===== config.mk =====
export PLATFORM = sky130hd
export DESIGN_NAME = prod_accum
export DESIGN_NICKNAME = d
export VERILOG_FILES = /design/src/rtl/prod_accum_pkg.sv /design/src/rtl/prod_accum_sat_add.sv /design/src/rtl/prod_accum.sv
export SDC_FILE = /design/constraint.sdc
export NUM_CORES = 1
export LEC_CHECK = 0
export CAP_MARGIN = 10
export CORE_MARGIN = 1
export CORE_UTILIZATION = 35
export CTS_CLUSTER_DIAMETER = 120
export DETAILED_ROUTE_END_ITERATION = 6
export PLACE_DENSITY_LB_ADDON = 0.25
export SLEW_MARGIN = 20
export SYNTH_ARGS = -nofsm -noshare
export SYNTH_HDL_FRONTEND = slang
export SYNTH_SLANG_ARGS = --single-unit

===== constraint.sdc =====
create_clock -name clk -period 2.7 [get_ports clk]
set_clock_uncertainty 0.05 [all_clocks]
set_input_delay 0.54 -clock clk [delete_from_list [all_inputs] [get_ports clk]]
set_output_delay 0.54 -clock clk [all_outputs]
set_load 0.05 [all_outputs]

===== src/rtl/prod_accum_pkg.sv =====
// Shared types and default sizing for the product accumulator.
package prod_accum_pkg;

    // Default product width (matches 8x8 multiplier output).
    localparam int unsigned DEF_P_W       = 16;
    // Default accumulator width; must be >= product width.
    localparam int unsigned DEF_ACC_W     = 24;
    // Default maximum products per frame.
    localparam int unsigned DEF_MAX_TERMS = 16;

    // Accumulator FSM states.
    typedef enum logic [1:0] {
        IDLE  = 2'd0,
        ACCUM = 2'd1,
        HOLD  = 2'd2
    } state_t;

    // Width needed to hold a term count from 0 to max_terms inclusive.
    function automatic int unsigned cnt_width(input int unsigned max_terms);
        return $clog2(max_terms + 1);
    endfunction

endpackage


===== src/rtl/prod_accum_sat_add.sv =====
// Unsigned saturating add of an ACC_W accumulator and a P_W addend.
//   a     : accumulator operand (ACC_W)
//   b     : addend, zero-extended (P_W)
//   sum   : a + b, clamped to all-ones on carry out (ACC_W)
//   carry : carry out of the ACC_W-bit add
module prod_accum_sat_add #(
    parameter int unsigned P_W   = 16,
    parameter int unsigned ACC_W = 24
) (
    input  logic [ACC_W-1:0] a,
    input  logic [P_W-1:0]   b,
    output logic [ACC_W-1:0] sum,
    output logic             carry
);

    logic [ACC_W:0] full;

    // One extra bit catches the carry; b is never sign-extended.
    always_comb begin
        full  = {1'b0, a} + (ACC_W+1)'(b);
        carry = full[ACC_W];
        sum   = carry ? {ACC_W{1'b1}} : full[ACC_W-1:0];
    end

endmodule


===== src/rtl/prod_accum.sv =====
// Frame accumulator for the multiplier product stream: sums a frame of
// unsigned products (ended by p_last or MAX_TERMS beats) and holds the
// saturating sum until the consumer takes it.
//   clk, rst          : clock, synchronous active-low reset
//   p_in/p_valid/p_last, in_ready : product input handshake
//   acc_out/acc_cnt/acc_ovf, acc_valid, out_ready : result handshake
module prod_accum
    import prod_accum_pkg::*;
#(
    parameter  int unsigned P_W       = DEF_P_W,
    parameter  int unsigned ACC_W     = DEF_ACC_W,
    parameter  int unsigned MAX_TERMS = DEF_MAX_TERMS,
    localparam int unsigned CNT_W     = cnt_width(MAX_TERMS)
) (
    input  logic             clk,
    input  logic             rst,
    input  logic [P_W-1:0]   p_in,
    input  logic             p_valid,
    input  logic             p_last,
    output logic             in_ready,
    output logic [ACC_W-1:0] acc_out,
    output logic             acc_valid,
    input  logic             out_ready,
    output logic [CNT_W-1:0] acc_cnt,
    output logic             acc_ovf
);

    state_t           state_q, state_d;
    logic [ACC_W-1:0] acc_q, acc_d;
    logic [CNT_W-1:0] cnt_q, cnt_d;
    logic             ovf_q, ovf_d;
    logic             valid_q, valid_d;

    logic [ACC_W-1:0] sum;
    logic             carry;
    logic             accept;
    logic [CNT_W-1:0] cnt_inc;

    prod_accum_sat_add #(
        .P_W   (P_W),
        .ACC_W (ACC_W)
    ) u_sat_add (
        .a     (acc_q),
        .b     (p_in),
        .sum   (sum),
        .carry (carry)
    );

    // Ready only out of reset and while not holding a result (no bypass).
    assign in_ready = rst & (state_q != HOLD);
    assign accept   = p_valid & in_ready;
    assign cnt_inc  = cnt_q + CNT_W'(1);

    // Next-state and next-output logic.
    always_comb begin
        state_d = state_q;
        acc_d   = acc_q;
        cnt_d   = cnt_q;
        ovf_d   = ovf_q;
        valid_d = valid_q;
        case (state_q)
            IDLE: begin
                if (accept) begin
                    acc_d = ACC_W'(p_in);
                    cnt_d = CNT_W'(1);
                    ovf_d = 1'b0;
                    if (p_last || (MAX_TERMS == 1)) begin
                        state_d = HOLD;
                        valid_d = 1'b1;
                    end else begin
                        state_d = ACCUM;
                    end
                end
            end
            ACCUM: begin
                if (accept) begin
                    // Saturated value plus anything carries again, so it sticks.
                    acc_d = sum;
                    ovf_d = ovf_q | carry;
                    cnt_d = cnt_inc;
                    if (p_last || (cnt_inc == CNT_W'(MAX_TERMS))) begin
                        state_d = HOLD;
                        valid_d = 1'b1;
                    end
                end
            end
            HOLD: begin
                if (out_ready) begin
                    state_d = IDLE;
                    valid_d = 1'b0;
                    cnt_d   = '0;
                end
            end
            default: begin
                state_d = IDLE;
                valid_d = 1'b0;
            end
        endcase
    end

    // State and output registers.
    always_ff @(posedge clk) begin
        if (!rst) begin
            state_q <= IDLE;
            acc_q   <= '0;
            cnt_q   <= '0;
            ovf_q   <= 1'b0;
            valid_q <= 1'b0;
        end else begin
            state_q <= state_d;
            acc_q   <= acc_d;
            cnt_q   <= cnt_d;
            ovf_q   <= ovf_d;
            valid_q <= valid_d;
        end
    end

    assign acc_out   = acc_q;
    assign acc_cnt   = cnt_q;
    assign acc_ovf   = ovf_q;
    assign acc_valid = valid_q;

endmodule


# After elaboration in Yosys (flattened, before gate mapping)

Cells that the tools add are included.

Bits of input ports: 21
Bits in registers: 33
Output and inout bits: 32

Muxes and demuxes: 23
Reduce and logical (&&, ||, !) cells: 8
Bitwise operators: 3
Add/subtract/negate cells: 2
Equality and inequality tests: 9

Operators with widths:

| cell                  | count |
|---|---|
| $mux W24              | 3 |
| $pmux W24 S2          | 1 |
| $add A24 B16 Y25      | 1 |
| $mux W5               | 3 |
| $pmux W5 S3           | 1 |
| $ne A2 B2 Y1 const B  | 6 |
| $mux W2               | 5 |
| $reduce_and A4 Y1     | 2 |
| $mux W1               | 7 |
| $pmux W2 S3           | 1 |
| $add A5 B1 Y5 const B | 1 |
| $eq A5 B5 Y1 const B  | 1 |
| $reduce_and A5 Y1     | 1 |
| $pmux W1 S3           | 1 |
| $reduce_and A3 Y1     | 1 |
| $reduce_bool A3 Y1    | 1 |
| $and A1 B1 Y1         | 2 |
| $eq A2 B1 Y1 const B  | 1 |
| $eq A2 B2 Y1 const B  | 1 |
| $logic_not A2 Y1      | 1 |
| $pmux W1 S2           | 1 |
| $reduce_bool A2 Y1    | 1 |
| $logic_or A1 B1 Y1    | 1 |
| $or A1 B1 Y1          | 1 |

# Longest topological paths before layout

Gate-level depths: netlist of run 1.

Word-level depth: 6
Gate-level depth with buffers: 10
Depth with buffers taken out: 9

# Modules after synthesis

A second synthesis of run 1 with hierarchy kept.

Cells, all modules: 345
Area, all modules: 2,802.7 µm²

Modules (own cells, without submodules):

| module             | sequential area each (µm²) | area an instance (µm²) | cells each | instances |
|---|---|---|---|---|
| prod_accum         | 660.6                      | 1,606.5                | 170        | 1 |
| prod_accum_sat_add | 0.0                        | 1,196.1                | 175        | 1 |

# Worst setup path before layout of run 1

Ideal clock, no wire load.

Path type: register to register
Start point: register acc_q[0], in the netlist acc_out[0]
End point: register acc_q[10], in the netlist acc_out[10]
Data required time: 2.563 ns
Clock period less this slack: 2.673 ns
Buffers on the path: 0
Setup slack: 0.027 ns
Arrival: 2.536 ns
Stages on the path, launching flop included: 10
Cell sequence: dfxtp_1 ha_1 inv_1 fa_1 nor2b_1 o31a_1 o21ai_2 a311oi_4 nor2_2 a221oi_2

Word-level cells in the longest chain between the ends: 4

RTL lines:

| element                  | line                     | RTL |
|---|---|---|
| start: declaration       | prod_accum.sv:29         | `logic [ACC_W-1:0] acc_q, acc_d;` |
| start signal: assignment | prod_accum.sv:105        | `acc_q <= '0;` |
| start signal: assignment | prod_accum.sv:111        | `acc_q <= acc_d;` |
| $add A24 B16 Y25         | prod_accum_sat_add.sv:20 | `full = {1'b0, a} + (ACC_W+1)'(b);` |
| $mux W24                 | prod_accum_sat_add.sv:22 | `sum = carry ? {ACC_W{1'b1}} : full[ACC_W-1:0];` |
| $mux W24                 | prod_accum.sv:76         | `if (accept) begin` |
| $pmux W24 S2             | prod_accum.sv:61         | `case (state_q)` |

Every way passes these cells. The select of a mux whose other input is x is not followed.
A chain may end at the register's enable or synchronous reset.

# Worst setup path after layout of run 1

Start point: input p_in[9]
End point: register acc_q[21], in the netlist acc_out[21]

Word-level cells in the longest chain between the ends: 4

RTL lines:

| element            | line                     | RTL |
|---|---|---|
| start: declaration | prod_accum.sv:17         | `input logic [P_W-1:0] p_in,` |
| $add A24 B16 Y25   | prod_accum_sat_add.sv:20 |  |
| $mux W24           | prod_accum_sat_add.sv:22 |  |
| $mux W24           | prod_accum.sv:76         |  |
| $pmux W24 S2       | prod_accum.sv:61         |  |

Every way passes these cells. The select of a mux whose other input is x is not followed.

==> impl_metrics.py, run 1 <==
metrics = {
    "status": {
        "status": "complete, no violations",
    },
    "power": {
        "seqPwrFrac": 0.212,
        "p_int_mw": 1.76,
        "p_sw_mw": 1.45,
        "p_per_area_mw_per_mm2": 823,
        "leakagePower_nw": 1.53,
        "power.share.clock": 0.158,
        "ir_drop_v": 0.000315,
        "switching_share": 0.453,
        "share_comb_of_total_power": 0.630,
    },
    "floorplanning": {
        "start_util": 0.360,
        "core_area_sq_mm": 0.00721,
        "die_h_um": 88.1,
        "die_area_sq_mm": 0.00777,
        "rows": 31,
        "die_x_um": 88.1,
        "io_pins": 53,
    },
    "placement": {
        "dpl.hpwl_mm": 6.02,
        "place_congestion": 0.856,
        "portBuffers": 52,
        "dp.cells": 524,
    },
    "final_layout": {
        "area_growth_pct": 50.3,
        "drive_above_1_share": 0.234,
        "final_cells": 535,
        "fin_nets": 479,
        "antennaDiodeCount": 0,
    },
    "drt": {
        "post-route-drc-count": 0,
        "firstDrtPassIters": 4,
        "drtAntennaViolNets": 0,
        "drt_iter0_markers": 135,
        "avgRoutedWirePerCell_um": 15.2,
        "wl_mm": 8.14,
        "vias_per_cell": 5.37,
        "vias": 2872,
    },
    "worst_hold_path": {
        "hold_path_class": "register to register",
    },
    "worst_setup_path": {
        "crit_required_ps": 2830,
        "critical_path_buf_inv_count": 3,
        "worstPathMaxFanout": 5,
        "start_kind": "input pin",
        "critPathTopFamily": "compound AO/OA/AOI/OAI gates",
        "end_kind": "register",
        "max_stage_delay_ps": 530,
        "slowest_stage": "clkdlybuf4s50_1",
        "path_cells": "clkdlybuf4s50_1, ha_4, a21oi_2, o21ai_1, a211oi_4, a311oi_4, buf_4, buf_2, o311a_1",
        "worstSetupPathType": "input pin to register",
        "critical_path_arrival_ps": 2770,
    },
    "synthesis": {
        "synthFlopType": "dfxtp_1",
        "syn_inst": 328,
        "async_flop_share": 0,
        "yosys_warnings": 0,
        "syn_area_sq_mm": 0.00260,
        "synth.avg_cell_area_sq_um": 7.92,
        "synth-edff-count": 0,
        "synth.net_count": 372,
        "ys_types": 60,
        "yosysSeqAreaShare": 0.254,
        "ys_ff_latch": 33,
    },
    "global_routing": {
        "grt_pass1_wl_mm": 12.8,
        "grt_max_degree": 20,
        "track_usage": 0.211,
        "grt_pass1_vias": 2632,
        "antenna_found_initial": 0,
        "grt-ovfl-total": 0,
    },
    "timing": {
        "max_slew_margin": 0.385,
        "tightest_slew_ps": 919,
        "slew_viol_final": 0,
        "fmax_mhz": 380,
        "hold_viol_final": 0,
        "setup-tns-final_ps": 0,
        "setup_viol_count_final": 0,
        "rsz0062_at_grt": "false",
        "post-route-period-util": 0.975,
        "period_needed_ps": 2630,
    },
    "clock_network": {
        "cts_buffers": 5,
        "cts_sinks": 33,
        "cts_hold_buffers": 0,
        "cts_root_buf": "clkbuf_8",
        "cts_tree": "built",
        "clock_latency_ps": 290,
        "path_clk_slew_ps": 80,
        "cts_buffer_depth": 2,
        "cts.htree.levels": 2,
    },
    "job": {
        "maxCapViolCount": 0,
    },
}
[per-stage QoR]
stage                     power (mW)  cell area (sq um)  hold slack (ps)   util  setup WS (ps)
after floorplan                 1.85               2600              457      -           26.9
after global placement          2.59               3620              412  0.502           -302
after detailed placement        2.61               3620              414  0.502           -389
after CTS                       3.13               3760              431  0.521           9.54
after global routing            3.42               3900              447  0.541           1.99
final                           3.21               3900              426  0.541           67.0
[kinds of logic (layout without fill, tap and decap cells)]
logic type,after synthesis,count (layout),share of synthesized area
AO/OA/AOI/OAI,118,118,0.326
AND/OR/NAND/NOR,111,111,0.208
flip-flops,33,33,0.254
buffers and inverters,27,135,0.0424
adder cells (fa/ha/maj),23,23,0.114
XOR/XNOR,13,13,0.0439
multiplexers,3,3,0.0116
[tightest hold or removal path: stages (launching register included)]
cell and delay, ps:
dfxtp_1 330, nand2_1 50, o21ai_1 50
[layout make-up]
cell class / count / area [sq um]
inverters: 15 / 56.3
repair buffers: 112 / 993
clock inverters: 1 / 30.0
clock buffers: 7 / 86.3
multi-input cells: 268 / 1950
fillers: 701 / 3310
well taps: 99 / 124
flip-flops and latches: 33 / 661
[synth_stat cells (all sizes together) (2+ instances only)]
| cell type | instances | area (sq um) |
|---|---|---|
| xor2 | 7 | 61.3 |
| a221oi | 5 | 75.1 |
| or2 | 2 | 12.5 |
| nor2b | 3 | 18.8 |
| o22ai | 5 | 31.3 |
| o21bai | 3 | 22.5 |
| and3 | 5 | 31.3 |
| and2 | 2 | 12.5 |
| or4 | 3 | 22.5 |
| a31oi | 8 | 56.3 |
| nand2b | 3 | 18.8 |
| xnor2 | 6 | 52.6 |
| inv | 14 | 52.6 |
| nand4 | 6 | 37.5 |
| nand3 | 9 | 45.0 |
| a21o | 2 | 15.0 |
| o21a | 5 | 37.5 |
| nor2 | 22 | 85.1 |
| a22oi | 2 | 15.0 |
| clkbuf | 10 | 37.5 |
| mux2i | 3 | 30.0 |
| a32oi | 2 | 17.5 |
| buf | 2 | 16.3 |
| nand2 | 39 | 149 |
| a311oi | 3 | 50.1 |
| a41oi | 2 | 17.5 |
| nor3 | 10 | 50.1 |
| a211oi | 7 | 65.1 |
| a21oi | 22 | 114 |
| nor3b | 4 | 30.0 |
| dfxtp | 33 | 661 |
| o211ai | 6 | 50.1 |
| a31o | 3 | 26.3 |
| ha | 22 | 275 |
| o21ai | 35 | 179 |
[power groups by stage]
stage                     Sequential, mW  Clock [mW]  Combinational [mW]
after floorplan                    0.954           0               0.895
after detailed placement           0.681           0                1.93
after global routing               0.697       0.535                2.19
after global placement             0.682           0                1.90
after CTS                          0.671       0.515                1.95
final                              0.682       0.507                2.02
[metal layers]
metal,part of all wire,global-route usage,vias up
li1,-,-,1448
met1,0.48,0.291,1339
met2,0.45,0.335,73
met3,0.048,0.0377,12
met4,0.018,0.0660,0
met5,0,0,-
[flip-flops by register name, indices dropped and copies added, names as in the netlist]
signal / cells
acc_cnt: 5
acc_out: 24
acc_valid: 1
acc_ovf: 1
state_q: 2
[placed cells by master (no fill, tap or decap), types with 4 or more instances in the layout]
cell type,Yosys,routed
clkdlybuf4s50_1,0,45
o211ai_1,5,5
inv_1,14,14
o21ai_0,28,28
nand2_1,38,37
nor3b_1,4,4
dlymetal6s2s_1,0,5
ha_4,0,7
nand3_1,9,9
a21oi_1,21,21
o21ai_1,6,6
dfxtp_1,33,33
xnor2_1,6,6
a211oi_1,6,5
and3_1,5,5
buf_4,0,58
nor2_1,21,21
o21a_1,5,5
xor2_1,7,7
o22ai_1,5,4
clkbuf_8,0,6
nor3_1,10,10
ha_1,22,14
a221oi_2,5,5
a31oi_1,7,6
nand4_1,6,6
[path summary, 6_finish.rpt]
kind	start	end	slack, ps	cells after the start
worst min register to register	acc_out[13]	acc_out[13]	430	2
worst min-delay path	acc_out[13]	acc_out[13]	430	2
worst max-delay path	p_in[9]	acc_out[21]	70	9
worst max register to register	acc_out[0]	acc_out[10]	310	10
[timing repair]
item,CTS,global route
pin swaps,6,6
endpoints found under the setup margin,24,17
gates resized for setup,6,18
buffers inserted,0,2
gates cloned,0,1
(Power assumes the default switching activity.)
==> inputs of run 2 (changes only) <==
--- a/config.mk
+++ b/config.mk
@@ -9,6 +9,7 @@
 export CORE_MARGIN = 1
 export CORE_UTILIZATION = 35
 export CTS_CLUSTER_DIAMETER = 120
+export CTS_CLUSTER_SIZE = 14
 export DETAILED_ROUTE_END_ITERATION = 6
 export PLACE_DENSITY_LB_ADDON = 0.25
 export SLEW_MARGIN = 20
==> results of run 2 <==
Same layout as run 1: the final DEF is identical, and so are final timing and power.
